### src/rtl/v850_pkg.sv
// Shared types and helpers for the V850 sequencer: state encoding, default
// vectors, and the PC normalisation rule used on every PC load.
package v850_pkg;

    typedef enum logic [2:0] {
        RESET  = 3'd0,
        FETCH  = 3'd1,
        DECODE = 3'd2,
        EXEC   = 3'd3,
        WB     = 3'd4,
        IRQ    = 3'd5,
        HALT   = 3'd6
    } seq_state_t;

    localparam logic [31:0] V850_RESET_PC   = 32'h0000_0000;
    localparam logic [31:0] V850_IRQ_VECTOR = 32'h0000_0080;

    // Program space is 26 bits; upper bits mirror bit 25 and bit 0 is never set.
    function automatic logic [31:0] sext_pc(input logic [31:0] a);
        return {{6{a[25]}}, a[25:1], 1'b0};
    endfunction

endpackage

### src/rtl/v850_pc_reg.sv
// Program counter register: reset / interrupt vector / pending-PC load with
// normalisation applied to whichever value is loaded.
module v850_pc_reg
    import v850_pkg::*;
#(
    parameter logic [31:0] RESET_PC   = V850_RESET_PC,
    parameter logic [31:0] IRQ_VECTOR = V850_IRQ_VECTOR
) (
    input  logic        clk,
    input  logic        rst,
    input  logic        ld_pend,
    input  logic        ld_vec,
    input  logic [31:0] pend_pc,
    output logic [31:0] pc
);

    always_ff @(posedge clk) begin
        if (rst)
            pc <= sext_pc(RESET_PC);
        else if (ld_vec)
            pc <= sext_pc(IRQ_VECTOR);
        else if (ld_pend)
            pc <= sext_pc(pend_pc);
    end

endmodule

### src/rtl/v850_seq_ctrl.sv
// Multi-cycle instruction sequencer: FETCH -> DECODE -> EXEC -> WB, with
// EI-level interrupt entry and HALT. Strobes are decoded from the state register.
module v850_seq_ctrl
    import v850_pkg::*;
#(
    parameter logic [31:0] RESET_PC   = V850_RESET_PC,
    parameter logic [31:0] IRQ_VECTOR = V850_IRQ_VECTOR
) (
    input  logic        clk,
    input  logic        rst,
    output logic        imem_req,
    output logic [31:0] imem_addr,
    input  logic        imem_ack,
    input  logic [31:0] imem_rdata,
    output logic [31:0] ir_o,
    output logic        decode_en,
    output logic        exec_en,
    input  logic        exec_done,
    input  logic [31:0] next_pc_i,
    input  logic        halt_i,
    output logic        wb_en,
    output logic [31:0] pc_o,
    input  logic        irq_req,
    input  logic [15:0] irq_code,
    input  logic        psw_id_i,
    output logic        irq_ack,
    output logic        eipc_we,
    output logic [31:0] eipc_o,
    output logic [31:0] eiic_o,
    output logic [2:0]  state_o
);

    seq_state_t  state, state_nx;
    logic [31:0] pend_pc;
    logic        halt_q;
    logic        ld_pend, ld_vec;
    logic        irq_take;

    assign irq_take = irq_req && !psw_id_i;

    always_ff @(posedge clk) begin
        if (rst)
            state <= RESET;
        else
            state <= state_nx;
    end

    always_comb begin
        state_nx = state;
        ld_pend  = 1'b0;
        ld_vec   = 1'b0;
        case (state)
            RESET:  state_nx = FETCH;
            FETCH:  if (imem_ack) state_nx = DECODE;
            DECODE: state_nx = EXEC;
            EXEC:   if (exec_done) state_nx = WB;
            WB: begin
                // Interrupt wins over HALT; PC stays put so the return address
                // is still sitting in pend_pc for the IRQ cycle.
                if (irq_take) begin
                    state_nx = IRQ;
                end else begin
                    ld_pend  = 1'b1;
                    state_nx = halt_q ? HALT : FETCH;
                end
            end
            IRQ: begin
                ld_vec   = 1'b1;
                state_nx = FETCH;
            end
            HALT:   if (irq_take) state_nx = IRQ;
            default: state_nx = RESET;
        endcase
    end

    always_ff @(posedge clk) begin
        if (rst) begin
            ir_o    <= 32'h0;
            pend_pc <= 32'h0;
            halt_q  <= 1'b0;
        end else begin
            if (state == FETCH && imem_ack)
                ir_o <= imem_rdata;
            if (state == EXEC && exec_done) begin
                pend_pc <= next_pc_i;
                halt_q  <= halt_i;
            end
            // Waking from HALT returns to the instruction after the HALT.
            if (state == HALT && irq_take)
                pend_pc <= pc_o;
            if (state == IRQ)
                halt_q <= 1'b0;
        end
    end

    v850_pc_reg #(
        .RESET_PC   (RESET_PC),
        .IRQ_VECTOR (IRQ_VECTOR)
    ) u_pc (
        .clk     (clk),
        .rst     (rst),
        .ld_pend (ld_pend),
        .ld_vec  (ld_vec),
        .pend_pc (pend_pc),
        .pc      (pc_o)
    );

    assign imem_req  = (state == FETCH);
    assign imem_addr = pc_o;
    assign decode_en = (state == DECODE);
    assign exec_en   = (state == EXEC);
    assign wb_en     = (state == WB);
    assign irq_ack   = (state == IRQ);
    assign eipc_we   = (state == IRQ);
    assign eipc_o    = (state == IRQ) ? pend_pc : 32'h0;
    assign eiic_o    = (state == IRQ) ? {16'h0, irq_code} : 32'h0;
    assign state_o   = state;

endmodule

### config.mk
export PLATFORM = sky130hd
export DESIGN_NAME = v850_seq_ctrl
export DESIGN_NICKNAME = d
export VERILOG_FILES = /design/src/rtl/v850_pkg.sv /design/src/rtl/v850_pc_reg.sv /design/src/rtl/v850_seq_ctrl.sv
export SDC_FILE = /design/constraint.sdc
export NUM_CORES = 1
export LEC_CHECK = 0
export CORE_AREA = 3 3 118 120
export CTS_CLUSTER_SIZE = 24
export DETAILED_ROUTE_END_ITERATION = 8
export DIE_AREA = 0 0 121 123
export GPL_TIMING_DRIVEN = 0
export HOLD_SLACK_MARGIN = 0.06
export PLACE_DENSITY = 0.73
export SYNTH_ARGS = -nofsm -noshare
export SYNTH_HDL_FRONTEND = slang
export SYNTH_SLANG_ARGS = --single-unit
### constraint.sdc
create_clock -name clk -period 3.85 [get_ports clk]
set_input_delay 0.77 -clock clk [delete_from_list [all_inputs] [get_ports clk]]
set_output_delay 0.77 -clock clk [all_outputs]
set_load 0.01 [all_outputs]
==> impl_metrics.toml <==
[finish]
syn2layout_area_growth_pct = 65.94
design_area_um2 = 7443
antenna_cells = 0
layout.nets = 921
drive_gt1_share_pct = 13.59
fillers = 1199

[cts]
worstSkewPairLatency_ns = 0.35
clk_pin_slew_ns = 0.07
h-tree-depth = 3
cts_buffers = 9
cts_resized = 0
clock-root-buffer = "clkbuf_16"
cts_tree = "built"
cts_max_path_buffers = 2
clkSinkCount = 93
ctsHoldBuffers = 0
post-cts-setup-buffers = 0

[yosys]
synth_cells = 570
seq_area_frac_synth_pct = 41.51
yosys.area_share.xor_xnor_pct = 0.1953
synth_top_flop_cell = "dfxtp_1"
synth_top_family_by_area = "simple AND/OR/NAND/NOR gates"
synth_area_leaders = "dfxtp_1, nand2_1, buf_4"
ys_ff_latch = 93
synth_cell_types = 35
yosysTopAreaCell = "dfxtp_1"
yosysMostFrequentCell = "nand2_1"
yosys_warnings = 0
synthSimpleGateAreaFrac_pct = 27.34
synth_async_sr_flop_share_pct = 0
synthAdderAreaFrac_pct = 0
synth.top_cell.area_share_pct = 41.51
synth_edf_count = 0
syn-cell-area_um2 = 4486
synth_common_cells = "nand2_1, dfxtp_1, a21oi_1"
muxShareOfSynthArea_pct = 0.2232
syn_area_per_cell_um2 = 7.869
synth_compound_area_share_pct = 16.60

[floorplan]
rows = 42
die-area_um2 = 14880
die_x_um = 121
core_um2 = 13090
io_pins = 256
start_util_pct = 34.28
die_height_um = 123

[worst_setup_path]
slowest_delay_ns = 0.55
worstPathArrival_ns = 2.52
crit_type = "reg -> out"
critPathMaxFanout = 10
timing.rr.end = "u_pc.pc[9]"
worstPathCellList = "and3b_1 > clkbuf_1 > and2_1 > clkdlybuf4s50_1"
startpoint_type = "register"
cpMaxStageDelayCell = "clkdlybuf4s50_1"
critPathCaptureType = "output pin"
ff2ff_setup_slack_ns = 1.83
worst_ep_required_time_ns = 3.08
rr_worst_depth = 5
r2r-start = "state_o[2]"

[timing]
skew_ns = 0.009519
maxSlewViolCount = 0
tns_ns = 0
setup_slack_ns = 0.5580
slew_headroom_pct = 50.18
worst_slew_pin_slew_ns = 0.7473
fin_crit_ns = 3.292
fmax_mhz = 303.8
fin_crit_sh_pct = 85.51
finalHoldViolCount = 0
finalSetupViolCount = 0
rsz0062_at_grt = "false"

[worst_hold_path]
hold_path_class = "reg -> reg"
hold_start = "ir_o[14]"
min_to = "ir_o[14]"
worstHoldPathCells = 2

[global_route]
grt_overflow = 0
grt_max_degree = 17
grt_pass1_wl_mm = 22.45
grt_usage_pct = 19.06
antenna_found_initial = 0
grt_pass1_vias = 4259

[route]
ant_nets = 0
drt_iter0_drc = 248
wl_met3_mm = 1.112
maxUsedRoutingLayer = "met4"
wl_met2_mm = 7.209
wl_per_cell_um = 14.59
vias_per_cell = 4.518
finalWirelength_mm = 14.81
vias = 4586
first_pass_iters = 4
wl_met1_mm = 6.268
drc = 0

[placed_design]
dpl.hpwl_mm = 11.22
io_buffers = 236
gp_congestion = 0.7736
placed_area_um2 = 7132
dp_slack_ns = 0.9015

[run]
cap_violations = 0

[status]
status = "complete, no violations"

[power_and_ir_drop]
cellLeakagePower_nw = 2.801
max-vdd-ir-drop_mv = 0.1730
power_density_nw_per_um2 = 307.2
power_mw = 2.287
-- layer usage --
layer,global-route usage [%],up-vias
met5,0,-
met4,6.516,0
met3,4.620,15
met2,32.30,182
met1,23.79,2076
li1,-,2313
-- kinds of logic (layout without fill, tap and decap cells) --
kind of cell           count (synthesis)  in the layout
AO/OA/AOI/OAI                         97             97
XOR/XNOR                               1              1
buffers and inverters                100            352
flip-flops                            93             93
multiplexers                           1              1
other                                  1             18
AND/OR/NAND/NOR                      277            277
-- sequential cells by signal (all words and copies together), names as in the netlist --
signal,count
state_o,3
halt_q,1
u_pc.pc,25
pend_pc,32
ir_o,32
-- cell usage in the layout, fill, tap and decap left out, drive strengths merged, types with 2 or more instances in the layout --
| cell | n |
|---|---|
| a21oi | 58 |
| a311oi | 24 |
| a31oi | 7 |
| and2 | 49 |
| and3b | 2 |
| buf | 72 |
| clkbuf | 36 |
| clkdlybuf4s50 | 236 |
| clkinv | 4 |
| conb | 18 |
| dfxtp | 93 |
| inv | 2 |
| nand2 | 178 |
| nor2 | 28 |
| nor2b | 3 |
| nor3 | 6 |
| nor3b | 2 |
| o21ai | 3 |
| or3 | 2 |
-- report_power, final --
group          switching, mW  internal (mW)
Clock                  0.398          0.526
Combinational          0.154          0.190
Sequential            0.0221          0.997
Total                  0.574           1.71
-- worst max-delay path by stage --
stage / from / endpoint / slack (ns) / depth (start not counted)
after floorplan: state_o[2] / eiic_o[10] / 1.83 / 3
after global placement: state_o[2] / eiic_o[15] / 0.94 / 4
after detailed placement: state_o[2] / eiic_o[15] / 0.90 / 4
after CTS: state_o[2] / eiic_o[15] / 0.53 / 4
after global routing: state_o[2] / eiic_o[15] / 0.46 / 4
final: state_o[2] / eipc_o[2] / 0.56 / 4
-- worst max-delay path: cells and delay by family (launching register included) --
kind                   cells  cell delay (ns)
buffers and inverters      2             1.03
DFF                        1             0.50
and+or+nand+nor            2             0.66
-- through the flow --
step / util [%] / hold slack (ns) / cells
6_report: 56.88 / 0.4520 / 1015
3_3_place_gp: 54.50 / 0.4412 / 999
5_1_grt: 56.88 / 0.4720 / 1015
2_1_floorplan: - / 0.4405 / 587
4_1_cts: 56.88 / 0.4559 / 1015
3_5_place_dp: 54.50 / 0.4461 / 999
-- area by class of cell --
class                      instances  area [um^2]  area share, %
buffer                            98        623.1          8.371
clock buffer                      10        239.0          3.211
clock inverter                     6        72.57         0.9750
inverter                           2        7.507         0.1009
multi-input combinational        394         2057          27.63
sequential                        93         1862          25.01
tap                              176        220.2          2.958
timing repair buffer             236         2362          31.74
Note: power is estimated with default switching activity, not from simulation.
